### src/rtl/mine_placer.sv
// mine_placer: builds the mine map for a new game. A free-running 8-bit LFSR
// proposes one cell index per cycle. The FSM keeps a proposal only if it is on
// the board, not already a mine, and not the excluded cell. It stops once
// NUM_MINES mines are placed, then pulses place_done for one cycle. The map
// holds until the next start or reset.
//
// Handshake: start is a level that is sampled only while the FSM is in IDLE.
// There is no ready/acknowledge, and a start seen in any other state is
// dropped, not queued. place_done is a single-cycle valid strobe. mines and
// mine_count are valid from that cycle and stay stable until the next accepted
// start or reset.
module mine_placer #(
  parameter int          CELLS     = 25,
  parameter int          NUM_MINES = 4,
  parameter logic [7:0]  SEED      = 8'hA5
) (
  input  logic             clka,
  input  logic             restart_n,
  input  logic             start,
  input  logic             seed_load,
  input  logic [7:0]       seed,
  input  logic             avoid_en,
  input  logic [4:0]       avoid,
  output logic             busy,
  output logic             place_done,
  output logic [CELLS-1:0] mines,
  output logic [4:0]       mine_count,
  output logic [1:0]       fsm_state
);

  typedef enum logic [1:0] {
    IDLE  = 2'd0,
    CLEAR = 2'd1,
    PLACE = 2'd2,
    DONE  = 2'd3
  } state_t;

  localparam logic [4:0] TARGET    = 5'(NUM_MINES);
  localparam logic [5:0] CELLS_LIM = 6'(CELLS);

  state_t           state, state_next;
  logic [7:0]       lfsr;
  logic             lfsr_fb;
  logic [4:0]       cand;
  logic [31:0]      cand_onehot;
  logic [31:0]      mines_ext;
  logic             cand_on_board;
  logic             cand_taken;
  logic             cand_excluded;
  logic             accept;
  logic [4:0]       count_inc;
  logic [CELLS-1:0] mines_next;
  logic [4:0]       count_next;

  // Candidate decode: the index comes from the current LFSR value, not the next one
  assign lfsr_fb       = lfsr[7] ^ lfsr[5] ^ lfsr[4] ^ lfsr[3];
  assign cand          = lfsr[4:0];
  assign cand_onehot   = 32'd1 << cand;
  assign mines_ext     = 32'(mines);
  assign cand_on_board = ({1'b0, cand} < CELLS_LIM);
  assign cand_taken    = mines_ext[cand];
  assign cand_excluded = avoid_en && ({1'b0, avoid} < CELLS_LIM) && (cand == avoid);
  assign accept        = cand_on_board && !cand_taken && !cand_excluded;
  assign count_inc     = 5'(mine_count + 5'd1);

  // LFSR steps every cycle in every state; a loaded seed of zero would lock up, so SEED replaces it
  always_ff @(posedge clka or negedge restart_n) begin
    if (!restart_n) begin
      lfsr <= SEED;
    end else if (seed_load) begin
      lfsr <= (seed == 8'h00) ? SEED : seed;
    end else begin
      lfsr <= {lfsr[6:0], lfsr_fb};
    end
  end

  // State and map registers; reset drops any partially built map at once
  always_ff @(posedge clka or negedge restart_n) begin
    if (!restart_n) begin
      state      <= IDLE;
      mines      <= '0;
      mine_count <= '0;
    end else begin
      state      <= state_next;
      mines      <= mines_next;
      mine_count <= count_next;
    end
  end

  // Next-state and map update: one candidate is judged in each PLACE cycle
  always_comb begin
    state_next = state;
    mines_next = mines;
    count_next = mine_count;
    case (state)
      IDLE: begin
        if (start) state_next = CLEAR;
      end
      CLEAR: begin
        mines_next = '0;
        count_next = '0;
        state_next = PLACE;
      end
      PLACE: begin
        if (accept) begin
          mines_next = mines | cand_onehot[CELLS-1:0];
          count_next = count_inc;
          if (count_inc == TARGET) state_next = DONE;
        end
      end
      DONE: begin
        state_next = IDLE;
      end
      default: begin
        state_next = IDLE;
      end
    endcase
  end

  // Status outputs decoded from the state
  always_comb begin
    busy       = (state == CLEAR) || (state == PLACE);
    place_done = (state == DONE);
    fsm_state  = state;
  end

endmodule

### config.mk
export PLATFORM = sky130hd
export DESIGN_NAME = mine_placer
export DESIGN_NICKNAME = d
export VERILOG_FILES = /design/src/rtl/mine_placer.sv
export SDC_FILE = /design/constraint.sdc
export NUM_CORES = 1
export LEC_CHECK = 0
export CAP_MARGIN = 25
export CORE_MARGIN = 8
export CORE_UTILIZATION = 50
export DETAILED_ROUTE_END_ITERATION = 8
export GPL_TIMING_DRIVEN = 0
export PLACE_DENSITY_LB_ADDON = 0.05
export SLEW_MARGIN = 20
export SYNTH_ARGS = -nofsm -noshare
export SYNTH_HDL_FRONTEND = slang
export SYNTH_SLANG_ARGS = --single-unit
### constraint.sdc
create_clock -name clka -period 7 [get_ports clka]
set_clock_uncertainty 0.15 [all_clocks]
set_input_delay 1.4 -clock clka [delete_from_list [all_inputs] [get_ports clka]]
set_output_delay 1.4 -clock clka [all_outputs]
set_load 0.05 [all_outputs]
==> results.md, run 1 <==
Routing:
- The final wirelength is 5706 um.
- The detail route stage leaves a number of antenna-violating nets equal to 0.
- The per-cell routed wire length is 16.64 um.
- The number of search-and-repair iterations in the first detailed-routing pass is 4.
- The detailed-route vias per instance is 5.816.
- The via count of the routed design is 1995.
- After detailed routing, the number of remaining DRC violations is 0.
- The number of DRC markers after the initial detailed-route iteration is 120.

Synth:
- The synthesized netlist contains 47 unique library cells.
- Summed over all instances, the cell type with the most area after synthesis is sky130_fd_sc_hd__dfrtp_1.
- The share of flip-flops with an asynchronous set or reset after synthesis is 1.000.
- The post-synth net total is 254.
- The cell area after synthesis is 2262 sq um.
- The most frequently used cell type in the post-synthesis netlist is sky130_fd_sc_hd__dfrtp_1.
- The commonest cells after synthesis are 36 x sky130_fd_sc_hd__dfrtp_1, 32 x sky130_fd_sc_hd__nor2_1, 22 x sky130_fd_sc_hd__nand2_1, 20 x sky130_fd_sc_hd__a31oi_1, 9 x sky130_fd_sc_hd__mux2_2.
- The number of synthesized register bits is 40.
- By area the synthesized netlist is led by sky130_fd_sc_hd__dfrtp_1 40%, sky130_fd_sc_hd__a31oi_1 5.5%, sky130_fd_sc_hd__nor2_1 5.3%, sky130_fd_sc_hd__dfstp_2 4.6%, sky130_fd_sc_hd__mux2_2 4.5%.
- The per-instance average area after synthesis is 9.751 sq um.
- The warning count from the yosys run is 0.
- For this run, the register share of the synthesized area comes to 0.4447.
- The number of flops mapped to enable cells by yosys is 0.
- The share of Yosys cell area claimed by the top area cell type is 0.3982.
- The most used flip-flop cell after synthesis is sky130_fd_sc_hd__dfrtp_1.
- The number of cells produced by synthesis is 232.

Power:
- The leakage power figure is 1.255 nW.
- The power per standard cell area is 350.9 nW/um^2.
- VDD sags by at most 0.3382 mV.

Global route:
- The total overflow left after global routing is 0.
- The via count of the first global-routing pass is 1955.
- The first global-routing pass estimated 9501 um of wire.
- The maximum number of pins on one net before global-route repair is 23.
- The number of antenna violations at the first check in global routing is 0.
- Across every metal layer, demand over resource in global routing totals 0.1636.

STA:
- The worst pin sits at a relative slew slack of 0.3868.
- Based on the critical path, the design can be clocked at up to 0.2816 GHz.
- The final critical-path share of the clock period is 0.5073.
- The actual transition at the worst max-transition pin is 912.8 ps.
- Setup repair after global routing left no endpoint under its margin.
- Setup violations remaining at the end of the flow were counted as 0.
- The final max-slew violation count is 0.
- The number of endpoints with negative hold slack in the final report was 0.
- The clock period could shrink to 3551 ps.
- The final-layout worst hold slack is 349.5 ps.
- The total negative setup slack is 0 ps.

Place:
- The global placer's final weighted congestion is 0.8600.
- Once placement completed, the tool counted placed cells totaling 335.
- The count of buffers added on input and output ports is 50.
- Once detailed placement completed, the half-perimeter wirelength came to 4330 um.
- The post-placement cell area is 2850 sq um.

CTS:
- The CTS tree is done.
- The tree is rooted in a sky130_fd_sc_hd__clkbuf_8.
- The number of gates resized after CTS is 0.
- The clock latency reported for the late side of the worst-skew pair is 300 ps.
- The number of H-tree branching levels is 2.
- The number of clock buffers inserted by TritonCTS is 5.
- The buffer levels on the longest clock path is 2.
- Clock-pin slew was measured on the worst setup and hold paths at 80 ps.
- Post-CTS timing repair inserted 0 buffers for setup.
- Hold repair after CTS inserted 0 buffers.
- The number of clock sinks is 40.

Worst setup path:
- The reg-to-reg setup timing slack is 4250 ps.
- The data arrival at the endpoint of the critical path is 2000 ps.
- The most critical setup path has its startpoint at fsm_state[0].
- By startpoint and endpoint, the worst setup path is classified as reg -> out.
- The worst register-to-register path has a depth of 8.
- The most critical setup path has its endpoint at busy.
- The required time at the endpoint of the critical path is 5450 ps.
- The worst reg2reg path startpoint is lfsr[2].
- The worst setup path is captured at an output pin.
- The kind of start point of the critical path is a register.
- The end of the worst register-to-register path is mines[2].
- The largest fanout on the critical path is 5.

Floorplan:
- In this run the count of I/O pins placed on the die edge is 52.
- After floorplanning, the core was sized to cover 4354 sq um.
- The x dimension of the die is 83.27 um.
- The initial standard-cell utilization of the core is 0.5195.
- The cell row count is 24.
- The y dimension of the die is 83.27 um.
- The full die area is 6933 sq um.

Job:
- The tool flagged a number of max-cap violations equal to 0.

Hold path:
- The path category of the worst min-delay check is reg -> reg.

Cells and area:
- The net count of the finished layout is 312.
- The number of antenna diodes in the final layout is 0.
- The fraction of layout instances using a drive strength above 1 is 0.1203.
- After the flow finishes, the layout carries non-filler instances totaling 343.
- The total non-filler cell area in the finished layout is 2977 sq um.
- The area added between synthesis and finish is 31.58%.

Run status:
- The flow ran to the end, and the final reports show no timing, DRC or antenna violations.
==> worst max-delay path: stages, from the launching register on <==
cell,delay (ps)
sky130_fd_sc_hd__dfrtp_1,400
sky130_fd_sc_hd__inv_1,90
sky130_fd_sc_hd__ha_1,370
sky130_fd_sc_hd__clkdlybuf4s50_1,830
==> report_power, final <==
| group | internal [mW] | switching [mW] | leakage [nW] |
|---|---|---|---|
| Combinational | 0.179 | 0.359 | 0.661 |
| Clock | 0.126 | 0.0810 | 0.0645 |
| Sequential | 0.268 | 0.0321 | 0.530 |
==> worst min-delay path by stage <==
stage                     slack, ps  startpoint  cells past startpoint       to
after floorplan                 300     lfsr[6]                      1  lfsr[7]
after detailed placement        330     lfsr[6]                      1  lfsr[7]
after global placement          320     lfsr[6]                      1  lfsr[7]
final                           350     lfsr[6]                      1  lfsr[7]
after CTS                       350     lfsr[6]                      1  lfsr[7]
after global routing            370     lfsr[6]                      1  lfsr[7]
==> cell type report <==
| type | instances | area, sq um |
|---|---|---|
| sequential | 40 | 1006 |
| timing repair buffer | 51 | 523.0 |
| clock buffer | 7 | 96.34 |
| inverter | 5 | 18.77 |
| multi-input combinational | 173 | 1154 |
| clock inverter | 1 | 30.03 |
| tap | 52 | 65.06 |
| buffer | 14 | 83.83 |
| fill | 350 | 1378 |
==> cell families (layout without fill, tap and decap cells) <==
logic type | count (synthesis) | in the layout | synth area share
AOI/OAI and AO/OA | 57 | 57 | 0.1936
DFF | 40 | 40 | 0.4447
buffers and inverters | 19 | 78 | 0.04535
and+or+nand+nor | 92 | 92 | 0.2035
muxes | 15 | 15 | 0.07135
xor gates and xnor gates | 5 | 5 | 0.01936
adders and majority gates | 4 | 4 | 0.02212
==> layout by cell type (no fill, tap or decap), types with 4 or more instances in the layout <==
| master | synthesis | routed |
|---|---|---|
| sky130_fd_sc_hd__o22a_1 | 4 | 4 |
| sky130_fd_sc_hd__nor3_1 | 4 | 4 |
| sky130_fd_sc_hd__o22ai_1 | 4 | 4 |
| sky130_fd_sc_hd__nor2_1 | 32 | 32 |
| sky130_fd_sc_hd__ha_1 | 4 | 4 |
| sky130_fd_sc_hd__nand2_1 | 22 | 22 |
| sky130_fd_sc_hd__dfstp_2 | 4 | 4 |
| sky130_fd_sc_hd__clkbuf_1 | 8 | 8 |
| sky130_fd_sc_hd__nand2b_1 | 7 | 7 |
| sky130_fd_sc_hd__mux2i_1 | 6 | 6 |
| sky130_fd_sc_hd__clkdlybuf4s50_1 | 0 | 49 |
| sky130_fd_sc_hd__mux2_2 | 9 | 9 |
| sky130_fd_sc_hd__a31oi_1 | 20 | 20 |
| sky130_fd_sc_hd__nand3_1 | 6 | 6 |
| sky130_fd_sc_hd__o21ai_0 | 7 | 7 |
| sky130_fd_sc_hd__and2_1 | 5 | 5 |
| sky130_fd_sc_hd__dfrtp_1 | 36 | 36 |
| sky130_fd_sc_hd__inv_1 | 5 | 5 |
| sky130_fd_sc_hd__clkbuf_8 | 0 | 7 |
==> through the flow <==
step           power, mW  setup slack (ps)  utilization
2_1_floorplan     0.6806              3915            -
3_3_place_gp      0.8388              3271       0.6494
3_5_place_dp      0.8422              3243       0.6546
4_1_cts            1.049              3440       0.6836
5_1_grt            1.102              3386       0.6836
6_report           1.044              3449       0.6836
==> layer usage <==
metal	track usage	routed length (um)	share of wire	vias to the layer above
met5	0	0	0	-
met4	0.05911	85	0.015	0
met3	0.04785	291	0.051	9
met2	0.2723	2822	0.49	49
met1	0.1942	2507	0.44	968
li1	-	-	-	969
==> state kept, by name (all words and copies together), names as in the netlist <==
register    cells
fsm_state       2
lfsr            8
mine_count      5
mines          25
No activity file was read; power rests on OpenSTA's default activity.
==> run 2, diff against run 1 <==
--- a/config.mk
+++ b/config.mk
@@ -7,7 +7,7 @@
 export LEC_CHECK = 0
 export CAP_MARGIN = 25
 export CORE_MARGIN = 8
-export CORE_UTILIZATION = 50
+export CORE_UTILIZATION = 45
 export DETAILED_ROUTE_END_ITERATION = 8
 export GPL_TIMING_DRIVEN = 0
 export PLACE_DENSITY_LB_ADDON = 0.05
==> constraint.sdc (replaced) <==
create_clock -name clka -period 3.2 [get_ports clka]
set_clock_uncertainty 0.15 [all_clocks]
set_input_delay 0.64 -clock clka [delete_from_list [all_inputs] [get_ports clka]]
set_output_delay 0.64 -clock clka [all_outputs]
set_load 0.05 [all_outputs]
==> run 2 against run 1 <==
Against the previous run:
- setup slack got worse by 3100 ps
- register-to-register slack got worse by 3900 ps
- sequential share of layout area rose by 0.16 points
- combinational power rose by 120%
- sequential cell count did not move
- die area rose by 8.9%
- power rose by 110%
- sequential power rose by 120%
- critical path depth rose by 4
- critical endpoint is now mines[12]
- largest cell class unchanged
- largest power group unchanged
- highest routed layer unchanged
==> results.md, run 2 (synthesis gave the netlist of run 1 again) <==
Cells and area:
- The fraction of layout instances using a drive strength above 1 is 0.1134 (was 0.1203).
- The register ranked first by flip-flop count is mines (unchanged).
- Largest registers: mines: 25 flops, lfsr: 8 flops, mine_count: 5 flops (unchanged).
- The share of the core filled with cells is 0.5953 (was 0.6836).
- The layout filler cell count is 468 (was 350).
- Top library cells by usage in the layout, fill and taps aside: 49 x sky130_fd_sc_hd__clkdlybuf4s50_1, 36 x sky130_fd_sc_hd__dfrtp_1, 32 x sky130_fd_sc_hd__nor2_1 (unchanged).
- The area added between synthesis and finish was 30.97% (was 31.58%).
- The count of inserted antenna diode cells is 0 (unchanged).
- The leading cell type in the layout, fill and taps excluded is sky130_fd_sc_hd__clkdlybuf4s50_1 (unchanged).
- The final layout net count is 312 (unchanged).
- The number of flip-flops in the largest register is 25 (unchanged).

CTS:
- The number of hold buffers added after CTS is 0 (unchanged).
- The number of clock buffers inserted by TritonCTS is 5 (unchanged).
- The register clock-pin slew on the reported worst setup and hold paths is 70 ps (was 80 ps).
- The number of setup buffers added after CTS is 0 (unchanged).
- The buffer levels on the longest clock path is 2 (unchanged).
- The number of gates resized after CTS was 0 (unchanged).
- The number of H-tree branching levels was 2 (unchanged).
- The CTS tree is done (unchanged).
- The clock latency reported for the late side of the worst-skew pair came to 290 ps (was 300 ps).
- The clock root buffer is sky130_fd_sc_hd__clkbuf_8 (unchanged).
- The number of clock sinks is 40 (unchanged).

STA:
- The maximum operating frequency is 0.3562 GHz.
- The number of endpoints with negative hold slack in the final report is 0 (unchanged).
- The actual transition at the worst max-transition pin is 947.2 ps (was 912.8 ps).
- Setup repair after global routing missed its margin: no (unchanged).
- The final max-slew violation count is 0 (unchanged).
- The total negative setup slack is 0 ps (unchanged).
- The headroom to the max-slew limit is 0.3637 (was 0.3868).
- The final-report setup violation count is 0 (unchanged).
- For the finished layout, the period the worst path requires is 2807 ps.
- The final critical-path share of the clock period is 0.8772.

Floorplan:
- The x dimension of the die is 86.90 um (was 83.27 um).
- The cell row count came to 26 (was 24).
- The I/O pin count is 52 (unchanged).
- The y dimension of the die is 86.90 um (was 83.27 um).
- The placeable core region is 4977 sq um (was 4354 sq um).
- The full die area is 7552 sq um (was 6933 sq um).
- The initial standard-cell utilization of the core is 0.4545 (was 0.5195).

Routing:
- The number of search-and-repair iterations in the first detailed-routing pass is 5 (was 4).
- The final routed DRC violation total is 0 (unchanged).
- The per-cell routed wire length is 15.99 um (was 16.64 um).
- The detailed-route vias per instance is 5.465 (was 5.816).
- The via count of the routed design is 1973 (was 1995).
- The number of DRC markers after the initial detailed-route iteration is 93 (was 120).
- The final wirelength is 5774 um (was 5706 um).
- The number of nets with antenna violations after routing came to 0 (unchanged).

Worst setup path:
- The category of the most critical setup path was reg -> reg (was reg -> out).
- The type of destination of the critical path is a register (was output pin).
- The kind of start point of the critical path was a register (unchanged).
- The data arrival at the endpoint of the critical path is 2850 ps (was 2000 ps).
- The largest fanout on the critical path was 10 (was 5).
- The required time at the endpoint of the critical path is 3240 ps (was 5450 ps).

Place:
- The HPWL after detailed placement came to 4367 um (was 4330 um).
- The total of buffers placed on input and output ports is 50 (unchanged).
- The global placer's final weighted congestion came to 0.7987 (was 0.8600).

Global route:
- The total grt overflow is 0 (unchanged).
- The maximum number of pins on one net before global-route repair is 23 (unchanged).
- The via count of the first global-routing pass was 1930 (was 1955).
- The total routing usage reported by global routing is 0.1595 (was 0.1636).
- The number of antenna violations at the first check in global routing is 0 (unchanged).
- The wire length of the first global-routing pass was 9508 um (was 9501 um).

Power:
- The switching power of the nets is 1.030 mW (was 0.4717 mW).
- The worst voltage drop across the vdd grid came to 0.5797 mV (was 0.3382 mV).
- The register share of total power is 0.301 (was 0.287).
- The power per standard cell area was 737.0 nW/um^2 (was 350.9 nW/um^2).
- The fraction of power consumed by the clock network is 0.156 (was 0.198).
- The internal power component was 1.154 mW (was 0.5728 mW).
- The part of the power in combinational logic is 0.543 (was 0.515).
- The fraction of power spent switching nets is 0.4716 (was 0.4516).
- The leakage power figure is 1.237 nW (was 1.255 nW).

Run status:
- Outcome: complete, no violations (unchanged).

Job:
- The max-cap violation count is 0 (unchanged).

Hold path:
- The path category of the worst min-delay check is in -> async (was reg -> reg).
## run 2: cell count changes in the layout (fill, tap and decap cells not counted)
cell	before	now
sky130_fd_sc_hd__bufinv_16	1	0
sky130_fd_sc_hd__clkbuf_8	7	6
sky130_fd_sc_hd__clkbuf_1	8	10
## run 2: cell type report
cell class                      count  area, sq um  area share
Tap cell                           70        87.58     0.02956
Multi-Input combinational cell    173         1154      0.3894
Inverter                            5        18.77    0.006334
Buffer                             14        83.83     0.02829
Clock buffer                        8        90.09     0.03041
Sequential cell                    40         1006      0.3395
Timing Repair Buffer               51        523.0      0.1765
## run 2: through the flow
stage                     cells  hold WS (ps)  total power, mW  setup WS [ps]  cell area (sq um)
after floorplan             232         194.4            1.489          582.8               2262
after global placement      352         314.7            1.849          235.3               2850
after detailed placement    353         321.6            1.856          194.6               2873
after CTS                   361         158.4            2.201          390.8               2963
after global routing        361         179.6            2.315          168.5               2963
final                       361         148.2            2.184          392.8               2963
## run 2: per-layer routing
metal	vias to the layer above	GRT usage	share of wire
met4	0	0.03286	0.0083
met3	7	0.04528	0.047
li1	966	-	-
met5	-	0	0
met1	960	0.1960	0.44
met2	40	0.2700	0.51
## run 2: power by group through the flow
stage / Combinational (mW) / Sequential [mW] / Clock (mW)
after floorplan: 0.619 / 0.869 / 0
after global placement: 1.18 / 0.666 / 0
after detailed placement: 1.19 / 0.667 / 0
after CTS: 1.19 / 0.658 / 0.352
after global routing: 1.27 / 0.669 / 0.373
final: 1.19 / 0.657 / 0.341
## run 2: worst paths after layout
check | startpoint | to | slack [ps] | cells after the start
setup / recovery | lfsr[2] | mines[12] | 390 | 7
hold / removal | restart_n | mines[15] | 150 | 1
setup reg to reg | lfsr[2] | mines[12] | 390 | 7
hold reg to reg | lfsr[6] | lfsr[7] | 330 | 1
max in group asynchronous | restart_n | mines[0] | 2280 | 2
min in group clka | lfsr[6] | lfsr[7] | 330 | 1
## run 2: worst max-delay path, cell delays in order, from the launching register on
cell	delay, ps
sky130_fd_sc_hd__dfstp_2	560
sky130_fd_sc_hd__clkbuf_1	330
sky130_fd_sc_hd__nand2_1	210
sky130_fd_sc_hd__o22ai_1	280
sky130_fd_sc_hd__o41ai_2	150
sky130_fd_sc_hd__nor3_2	330
sky130_fd_sc_hd__nand4_1	370
sky130_fd_sc_hd__o31ai_1	340
